[src/rtl/foobar_pkg.sv]
// Shared types for the foobar run sequencer: FSM states, stop causes and default widths.
package foobar_pkg;

    localparam int DEFAULT_COUNT_W = 8;

    typedef enum logic [2:0] {
        IDLE  = 3'd0,
        CLEAR = 3'd1,
        RUN   = 3'd2,
        DRAIN = 3'd3,
        DONE  = 3'd4
    } state_e;

    typedef enum logic [2:0] {
        CAUSE_NONE  = 3'd0,
        CAUSE_LEN   = 3'd1,
        CAUSE_FOO   = 3'd2,
        CAUSE_BAR   = 3'd3,
        CAUSE_ABORT = 3'd4
    } stop_cause_e;

endpackage

[src/rtl/foobar_strobe_gen.sv]
// Enable prescaler: load forces a strobe next cycle and restarts the phase; adv steps the
// phase and strobes every div+1 steps; neither input freezes the phase. Strobe is registered.
module foobar_strobe_gen (
    input  logic       clk,
    input  logic       rst,
    input  logic       load,
    input  logic       adv,
    input  logic [7:0] div,
    output logic       strobe
);

    logic [7:0] phase;

    always_ff @(posedge clk or negedge rst) begin
        if (!rst) begin
            phase  <= '0;
            strobe <= 1'b0;
        end else if (load) begin
            phase  <= '0;
            strobe <= 1'b1;
        end else if (adv) begin
            if (phase == div) begin
                phase  <= '0;
                strobe <= 1'b1;
            end else begin
                phase  <= phase + 8'd1;
                strobe <= 1'b0;
            end
        end else begin
            strobe <= 1'b0;
        end
    end

endmodule

[src/rtl/foobar_run_ctrl.sv]
// Run sequencer for foobar: clear, metered enable strobes, stop on length/target/abort; all outputs
// registered (one cycle after the deciding edge). Optional pause input under FOOBAR_RUN_CTRL_PAUSE_EN.
module foobar_run_ctrl
    import foobar_pkg::*;
#(
    parameter int TICK_W     = 16,
    parameter int COUNT_W    = DEFAULT_COUNT_W,
    parameter int CLR_CYCLES = 2
) (
    input  logic               clk,
    input  logic               rst,
    input  logic               start,
    input  logic               abort,
`ifdef FOOBAR_RUN_CTRL_PAUSE_EN
    input  logic               pause,
`endif
    input  logic [TICK_W-1:0]  run_len,
    input  logic [7:0]         en_div,
    input  logic [COUNT_W-1:0] foo_target,
    input  logic [COUNT_W-1:0] bar_target,
    input  logic [COUNT_W-1:0] count_foo,
    input  logic [COUNT_W-1:0] count_bar,
    output logic               foobar_en,
    output logic               foobar_clr,
    output logic               busy,
    output logic               done,
    output logic [2:0]         stop_cause
);

    localparam int CLR_W = (CLR_CYCLES > 1) ? $clog2(CLR_CYCLES) : 1;
    localparam logic [CLR_W-1:0] CLR_LAST = CLR_W'(CLR_CYCLES - 1);

    state_e             state, state_nxt;
    stop_cause_e        cause_q, cause_nxt;
    logic [TICK_W-1:0]  run_len_q;
    logic [TICK_W-1:0]  stb_cnt;
    logic [7:0]         en_div_q;
    logic [COUNT_W-1:0] foo_tgt_q;
    logic [COUNT_W-1:0] bar_tgt_q;
    logic [CLR_W-1:0]   clr_cnt;
    logic               pause_w;
    logic               foo_hit, bar_hit, len_hit;
    logic               stb_load, stb_adv;

`ifdef FOOBAR_RUN_CTRL_PAUSE_EN
    assign pause_w = pause;
`else
    assign pause_w = 1'b0;
`endif

    assign foo_hit = (foo_tgt_q != '0) && (count_foo >= foo_tgt_q);
    assign bar_hit = (bar_tgt_q != '0) && (count_bar >= bar_tgt_q);
    // foobar_en high in RUN marks a strobe this cycle; stb_cnt holds strobes before it
    assign len_hit = foobar_en && ((stb_cnt + TICK_W'(1)) == run_len_q);

    always_comb begin
        state_nxt = state;
        cause_nxt = cause_q;
        case (state)
            IDLE: begin
                if (start) begin
                    state_nxt = CLEAR;
                    cause_nxt = CAUSE_NONE;
                end
            end
            CLEAR: begin
                if (abort) begin
                    state_nxt = DONE;
                    cause_nxt = CAUSE_ABORT;
                end else if (clr_cnt == CLR_LAST) begin
                    if (run_len_q == '0) begin
                        state_nxt = DRAIN;
                        cause_nxt = CAUSE_LEN;
                    end else begin
                        state_nxt = RUN;
                    end
                end
            end
            RUN: begin
                if (abort) begin
                    state_nxt = DONE;
                    cause_nxt = CAUSE_ABORT;
                end else if (foo_hit) begin
                    state_nxt = DRAIN;
                    cause_nxt = CAUSE_FOO;
                end else if (bar_hit) begin
                    state_nxt = DRAIN;
                    cause_nxt = CAUSE_BAR;
                end else if (len_hit) begin
                    state_nxt = DRAIN;
                    cause_nxt = CAUSE_LEN;
                end
            end
            DRAIN: begin
                state_nxt = DONE;
                if (abort) begin
                    cause_nxt = CAUSE_ABORT;
                end
            end
            DONE:    state_nxt = IDLE;
            default: state_nxt = IDLE;
        endcase
    end

    assign stb_load = (state != RUN) && (state_nxt == RUN);
    assign stb_adv  = (state == RUN) && (state_nxt == RUN) && !pause_w;

    foobar_strobe_gen u_strobe_gen (
        .clk    (clk),
        .rst    (rst),
        .load   (stb_load),
        .adv    (stb_adv),
        .div    (en_div_q),
        .strobe (foobar_en)
    );

    always_ff @(posedge clk or negedge rst) begin
        if (!rst) begin
            state      <= IDLE;
            cause_q    <= CAUSE_NONE;
            run_len_q  <= '0;
            en_div_q   <= '0;
            foo_tgt_q  <= '0;
            bar_tgt_q  <= '0;
            stb_cnt    <= '0;
            clr_cnt    <= '0;
            busy       <= 1'b0;
            done       <= 1'b0;
            foobar_clr <= 1'b0;
        end else begin
            state      <= state_nxt;
            cause_q    <= cause_nxt;
            busy       <= (state_nxt != IDLE);
            done       <= (state_nxt == DONE);
            foobar_clr <= (state_nxt == CLEAR);
            clr_cnt    <= (state == CLEAR) ? clr_cnt + CLR_W'(1) : '0;
            if (state == IDLE) begin
                stb_cnt <= '0;
                if (start) begin
                    run_len_q <= run_len;
                    en_div_q  <= en_div;
                    foo_tgt_q <= foo_target;
                    bar_tgt_q <= bar_target;
                end
            end else if ((state == RUN) && foobar_en) begin
                stb_cnt <= stb_cnt + TICK_W'(1);
            end
        end
    end

    assign stop_cause = cause_q;

endmodule

[config.mk]
export PLATFORM = sky130hd
export DESIGN_NAME = foobar_run_ctrl
export DESIGN_NICKNAME = d
export VERILOG_FILES = /design/src/rtl/foobar_pkg.sv /design/src/rtl/foobar_strobe_gen.sv /design/src/rtl/foobar_run_ctrl.sv
export SDC_FILE = /design/constraint.sdc
export NUM_CORES = 1
export LEC_CHECK = 0
export ABC_AREA = 1
export CORE_MARGIN = 4
export CORE_UTILIZATION = 28
export CTS_BUF_LIST = sky130_fd_sc_hd__clkbuf_4 sky130_fd_sc_hd__clkbuf_8
export CTS_CLUSTER_DIAMETER = 60
export DETAILED_ROUTE_END_ITERATION = 10
export PLACE_DENSITY = 0.55
export SETUP_SLACK_MARGIN = 0.2
export SLEW_MARGIN = 20
export SYNTH_ARGS = -nofsm -noshare
export SYNTH_HDL_FRONTEND = slang
export SYNTH_HIERARCHICAL = 1
export SYNTH_SLANG_ARGS = --single-unit
[constraint.sdc]
create_clock -name clk -period 2.34 [get_ports clk]
set_input_delay 0.351 -clock clk [delete_from_list [all_inputs] [get_ports clk]]
set_output_delay 0.351 -clock clk [all_outputs]
set_load 0.1 [all_outputs]
**Word-level counts from Yosys, hierarchy flattened**

Cells that the tools add are included.

- Equal/unequal tests: 14
- Order comparisons: 2
- Muxes and demuxes: 28
- Add/subtract/negate cells: 3
- Reductions and logical operators: 16

Operator list:

| cell | count |
|---|---|
| 3-bit two-way mux | 16 |
| 16-bit two-way mux | 2 |
| 8-bit two-way mux | 3 |
| 3-bit case mux with 4 select lines | 2 |
| 16-bit by 1-bit adder with 16-bit output (second input constant) | 1 |
| 16-bit == test | 1 |
| 8-bit >= comparator | 2 |
| 16-bit logical NOT | 1 |
| 8-bit nonzero test | 2 |
| 3-bit by 2-bit == test with 1-bit output (second input constant) | 3 |
| 8-bit by 1-bit adder with 8-bit output (second input constant) | 1 |
| 8-bit == test | 1 |
| 3-bit by 1-bit == test with 1-bit output (second input constant) | 2 |
| 1-bit logical AND | 6 |
| 3-bit inequality test (second input constant) | 2 |
| 6-bit AND reduction | 1 |
| 1-bit two-way mux | 5 |
| 5-bit inequality test (second input constant) | 1 |
| 2-bit inequality test (second input constant) | 2 |
| 2-bit nonzero test | 2 |
| 4-bit nonzero test | 1 |
| 3-bit == test (second input constant) | 1 |
| 3-bit logical NOT | 1 |
| 3-bit by 2-bit inequality test with 1-bit output (second input constant) | 1 |
| 3 further kinds | 3 |

- Output and inout bits: 7
- Register bits: 75
- Logic and storage cells: 76
- Input port bits: 60

**Depth between registers and ports, before layout**

- Word-level depth: 12
- Mapped depth: 22
- Mapped depth without buffers: 22

**Hierarchy**

Netlist, hierarchy kept.

By module, submodules not included:

| module | area an instance (µm²) | times used | sequential area each (µm²) | cells an instance |
|---|---|---|---|---|
| foobar_run_ctrl | 3728.6 | 1 | 1651.6 | 498 |
| foobar_strobe_gen | 598.1 | 1 | 225.2 | 88 |

**Worst setup path before layout**

OpenSTA, ideal clock, no wires.

- Kind: reg-to-reg
- Start point: register u_strobe_gen.strobe
- End point: register u_strobe_gen.phase[4]
- Data required time: 2.268 ns
- Library setup time: 0.072 ns
- Clock period less this slack: 2.584 ns
- Cell stages (with the launch flop): 18
- Slack: -0.244 ns
- Buffers on the path: 0
- Data arrival time: 2.512 ns
- Path through: dfrtp_1 > inv_1 > a21oi_1 > nand3_1 > nor2_1 > nand2_1 > nor2_1 > nand3_1 > nor2_2 > nand2_2 > nand2_2 > nand2_2 > nand3_1 > nor2_1 > o21ai_0 > nor2_1 > xor2_1 > nor2_1

- Cells in the longest elaborated chain, start to end: 9
- Elaborated cells on any way between the ends: 11
- Those cells by class: 1 x eq/ne; 6 x mux; 4 x reduce/logical

Ends and longest elaborated chain:

| what | line | text |
|---|---|---|
| start, declared | foobar_strobe_gen.sv:9 | `output logic strobe` |
| start signal, assigned | foobar_strobe_gen.sv:17 | `strobe <= 1'b0;` |
| start signal, assigned | foobar_strobe_gen.sv:20 | `strobe <= 1'b1;` |
| start signal, assigned | foobar_strobe_gen.sv:24 | `strobe <= 1'b1;` |
| 1-bit logical AND | foobar_run_ctrl.sv:54 | `assign len_hit = foobar_en && ((stb_cnt + TICK_W'(1)) == run_len_q);` |
| 3-bit two-way mux | foobar_run_ctrl.sv:89 | `end else if (len_hit) begin` |
| 3-bit two-way mux | foobar_run_ctrl.sv:86 | `end else if (bar_hit) begin` |
| 3-bit two-way mux | foobar_run_ctrl.sv:83 | `end else if (foo_hit) begin` |
| 3-bit two-way mux | foobar_run_ctrl.sv:80 | `if (abort) begin` |
| 3-bit case mux with 4 select lines | foobar_run_ctrl.sv:59 | `case (state)` |
| 3-bit by 2-bit == test with 1-bit output | foobar_run_ctrl.sv:106 | `assign stb_adv = (state == RUN) && (state_nxt == RUN) && !pause_w;` |
| 1-bit logical AND | foobar_run_ctrl.sv:106 |  |
| via stb_adv | foobar_run_ctrl.sv:43 | `logic stb_load, stb_adv;` |
| 2-bit nonzero test (no line) | - |  |
| end signal, assigned | foobar_strobe_gen.sv:26 | `phase <= phase + 8'd1;` |
| end, declared | foobar_strobe_gen.sv:12 | `logic [7:0] phase;` |

The timed path passes the listed nets, and every way through them passes these cells.
A chain may end at the register's enable or synchronous reset.

**Worst setup path in the final report**

- Start point: register stb_cnt[0]
- End point: register u_strobe_gen.phase[7]

- Cells in the longest elaborated chain, start to end: 11
- Elaborated cells on any way between the ends: 13
- Those cells by class: 1 x add/sub; 2 x eq/ne; 6 x mux; 4 x reduce/logical

Ends and longest elaborated chain:

| what | line | text |
|---|---|---|
| start, declared | foobar_run_ctrl.sv:36 | `logic [TICK_W-1:0] stb_cnt;` |
| start signal, assigned | foobar_run_ctrl.sv:146 | `stb_cnt <= stb_cnt + TICK_W'(1);` |
| 16-bit by 1-bit adder with 16-bit output | foobar_run_ctrl.sv:54 |  |
| 16-bit == test | foobar_run_ctrl.sv:54 |  |
| 1-bit logical AND | foobar_run_ctrl.sv:54 |  |
| 3-bit two-way mux | foobar_run_ctrl.sv:89 |  |
| 3-bit two-way mux | foobar_run_ctrl.sv:86 |  |
| 3-bit two-way mux | foobar_run_ctrl.sv:83 |  |
| 3-bit two-way mux | foobar_run_ctrl.sv:80 |  |
| 3-bit case mux with 4 select lines | foobar_run_ctrl.sv:59 |  |
| 3-bit by 2-bit == test with 1-bit output | foobar_run_ctrl.sv:106 |  |
| 1-bit logical AND | foobar_run_ctrl.sv:106 |  |
| via stb_adv | foobar_run_ctrl.sv:43 |  |
| 2-bit nonzero test (no line) | - |  |

The timed path passes the listed nets, and every way through them passes these cells.

==> flow_summary.ini <==
[global_routing]
grt_max_degree = 69
overflow = 0
grt_pass1_vias = 4340
track_usage_pct = 14.13
grt_pass1_wl_um = 20220
antenna_found_initial = 0

[pwr]
power-per-cell-area_nw_per_um2 = 910.2
power_w = 0.005415
ir_worst_vdd_mv = 0.3353
p_leak_nw = 2.870

[min_path]
hp-class = input pin to async pin

[clock_network]
cts-buffers-inserted = 9
cts_buffer_depth = 2
cts_sinks = 75
clockRootBuffer = clkbuf_8
worstSkewPairLatency_ns = 0.38
cts_tree = built
clk_pin_slew_ns = 0.08
htreeDepth = 3

[sta]
setup_slack_ns = -0.1613
rsz0062_at_grt = yes
maxSlewHeadroom_pct = 63.26
worst_pin_slew_ns = 0.5497
final.period_utilization_pct = 106.9
finalCriticalPeriod_ns = 2.501
finalMaxSlewViolations = 0
final.setup.tns_ns = -0.7863
hold_violations = 0
finClkSkew_ns = 0.01362
clock.fmax_ghz = 0.3998
setup_violations = 10

[detailed_routing]
wl_per_cell_um = 13.15
drt_wl_total_um = 11890
vias = 4110
ant_nets = 0
viasPerCell = 4.546
first_pass_iters = 6
drtIter0Drc = 221
drc = 0

[yosys]
synth-seq-cells = 75
yosysWarnings = 6
synth.distinct_cells = 26
synthMuxAreaShare_pct = 0
synth_top_family_by_area = simple AND/OR/NAND/NOR gates
synth_compound_area_share_pct = 8.242
avgSynthCellArea_um2 = 7.383
synth_xor_area_share_pct = 2.863
synthAdderAreaFrac_pct = 5.205
synth_nets = 664
yosys.area_share.simple_pct = 32.16
synth_cells = 586
netlist_area_um2 = 4327
synth-seq-area-share_pct = 43.38

[setup_path]
cpMostUsedCell = nand2_1
path_delay_family = simple AND/OR/NAND/NOR gates
worst_ep_arrival_time_ns = 2.81
worstPathRequired_ns = 2.65
max_stage_delay_ns = 0.40
crit_buf_inv = 1
crit_path_start_kind = flop
path_max_fanout = 6
criticalPathCategory = flop to flop
slowest_stage = dfrtp_1
worstSetupEndpointType = flop
r2r_setup_slack_ns = -0.16
path_cells = ha_4 > nand2_4 > nor2_4 > buf_6 > nand4_1 > nand2_1 > nand2_1 > nand2_1 > nor2_1 > nand2_1 > nor2_2 > nand2_2 > nand2_2 > nand2_2 > nand3_2 > nor2_4 > nor2_4 > nor3_4 > nand3_1 > nand2_1 > nand2_1 > nor2_2

[die]
die_y_um = 132.3
die_w_um = 132.3
dieArea_um2 = 17500
num_io_pins = 67
fp-row-count = 45
initial_core_util_pct = 28.57
core_area_um2 = 15150

[placement]
post_dp_cell_area_um2 = 5539
routabilityCongestion = 0.8256
port_buffers = 66
hpwl_um = 8886
place_ws_ns = -0.5661

[final_layout]
area_growth_pct = 37.51
layout-drive-gt1-share_pct = 16.62
diodes = 0
utilization_pct = 39.28
finalNetCount = 789
design_area_um2 = 5949

[run]
cap_violations = 0

[run_status]
status = complete, but fails checks
violations = setup timing
## cells by family after synthesis
family,after synthesis
simple gates,320
xor+xnor,11
flops,75
compound gates,69
buf+inv,93
fa+ha+maj,18
## worst register-to-register path: cells and delay by family (launching register included)
family	cells	cell delay [ns]
flops	1	0.40
fa+ha+maj	1	0.17
simple gates	20	1.71
buf+inv	1	0.14
## metal layers
| metal | share of wire, % | wire [um] | track usage [%] | up-vias |
|---|---|---|---|---|
| li1 | - | - | - | 2117 |
| met1 | 44 | 5264 | 17.07 | 1902 |
| met2 | 50 | 5908 | 24.34 | 70 |
| met3 | 4.0 | 472 | 3.550 | 21 |
| met4 | 2.0 | 243 | 5.254 | 0 |
| met5 | 0 | 0 | 0 | - |
## placed cells by master, fill, tap and decap left out, types with 6 or more instances in the layout
master and instances:
nand2_1 189, inv_1 82, dfrtp_1 73, clkdlybuf4s50_1 58, buf_4 53, o21ai_0 47
nand3_1 39, nor2_1 35, nand4_1 17, ha_1 17, a21oi_1 12, nand2_2 11
clkbuf_8 11, buf_6 11, nor2_4 8, nor3_1 6
## final cells by class
type / instances / area [um^2]
Clock inverter: 3 / 23.77
Tap cell: 188 / 235.2
Clock buffer: 13 / 166.4
Inverter: 83 / 311.5
Timing Repair Buffer: 124 / 1132
Multi-Input combinational cell: 418 / 2198
Sequential cell: 75 / 1882
Fill cell: 1540 / 9196
## cells in the mapped netlist
master,count,area (um^2)
buf_2,3,15.01
clkbuf_1,7,26.28
nand4_1,17,106.4
xnor2_1,4,35.03
o22ai_1,1,6.260
nor2_2,5,31.28
nor3_4,1,16.27
nor4_1,3,18.77
o21ai_0,50,250.2
nand2_2,7,43.79
nand3_1,42,210.2
nand3b_2,1,11.26
inv_2,1,3.750
nor2_4,4,45.04
o31ai_1,1,7.510
xnor3_1,2,45.04
a21oi_1,13,65.06
ha_1,18,225.2
o2111ai_1,2,17.52
dfrtp_1,75,1877
nor2_1,39,146.4
nand2_1,195,732.0
nor3_1,6,30.03
xor2_1,5,43.79
inv_1,82,307.8
o21ai_1,2,10.01
## sequential cells by signal (all words and copies together), names as in the netlist
name	cells
done	1
u_strobe_gen/phase	8
bar_tgt_q	8
busy	1
clr_cnt	1
en_div_q	8
run_len_q	16
state	3
foobar_clr	1
u_strobe_gen/strobe	1
stop_cause	3
foo_tgt_q	8
stb_cnt	16
## worst paths after layout
path,depth (start not counted),startpoint,endpoint
worst max-delay path,22,stb_cnt[0],u_strobe_gen/phase[7]
max in group asynchronous,3,rst,en_div_q[3]
min in group clk,1,clr_cnt,clr_cnt
worst max register to register,22,stb_cnt[0],u_strobe_gen/phase[7]
worst min-delay path,2,rst,stb_cnt[11]
worst min register to register,1,clr_cnt,clr_cnt
## stage by stage
| step | std cells | hold WS, ns |
|---|---|---|
| 2_1_floorplan | 586 | 0.05541 |
| 3_3_place_gp | 873 | 0.3343 |
| 3_5_place_dp | 873 | 0.3353 |
| 4_1_cts | 904 | 0.4612 |
| 5_1_grt | 904 | 0.4873 |
| 6_report | 904 | 0.4652 |
## power by group
part           internal (W)  leakage, nW  switching (W)  total, W
clock network      0.000469       0.0927       0.000511  0.000980
logic              0.000878         1.81        0.00153   0.00240
registers           0.00173        0.964       0.000299   0.00203
total               0.00308         2.87        0.00233   0.00542
## repair_timing
| action | in CTS | in global routing |
|---|---|---|
| endpoints found under the hold margin | 31 | 0 |
| hold buffers | 1 | 0 |
| resized for setup | 24 | 5 |
| pin swaps | 14 | 2 |
| endpoints found under the setup margin | 13 | 15 |
| setup buffers | 14 | 0 |
Note: power is estimated with default switching activity, not from simulation.
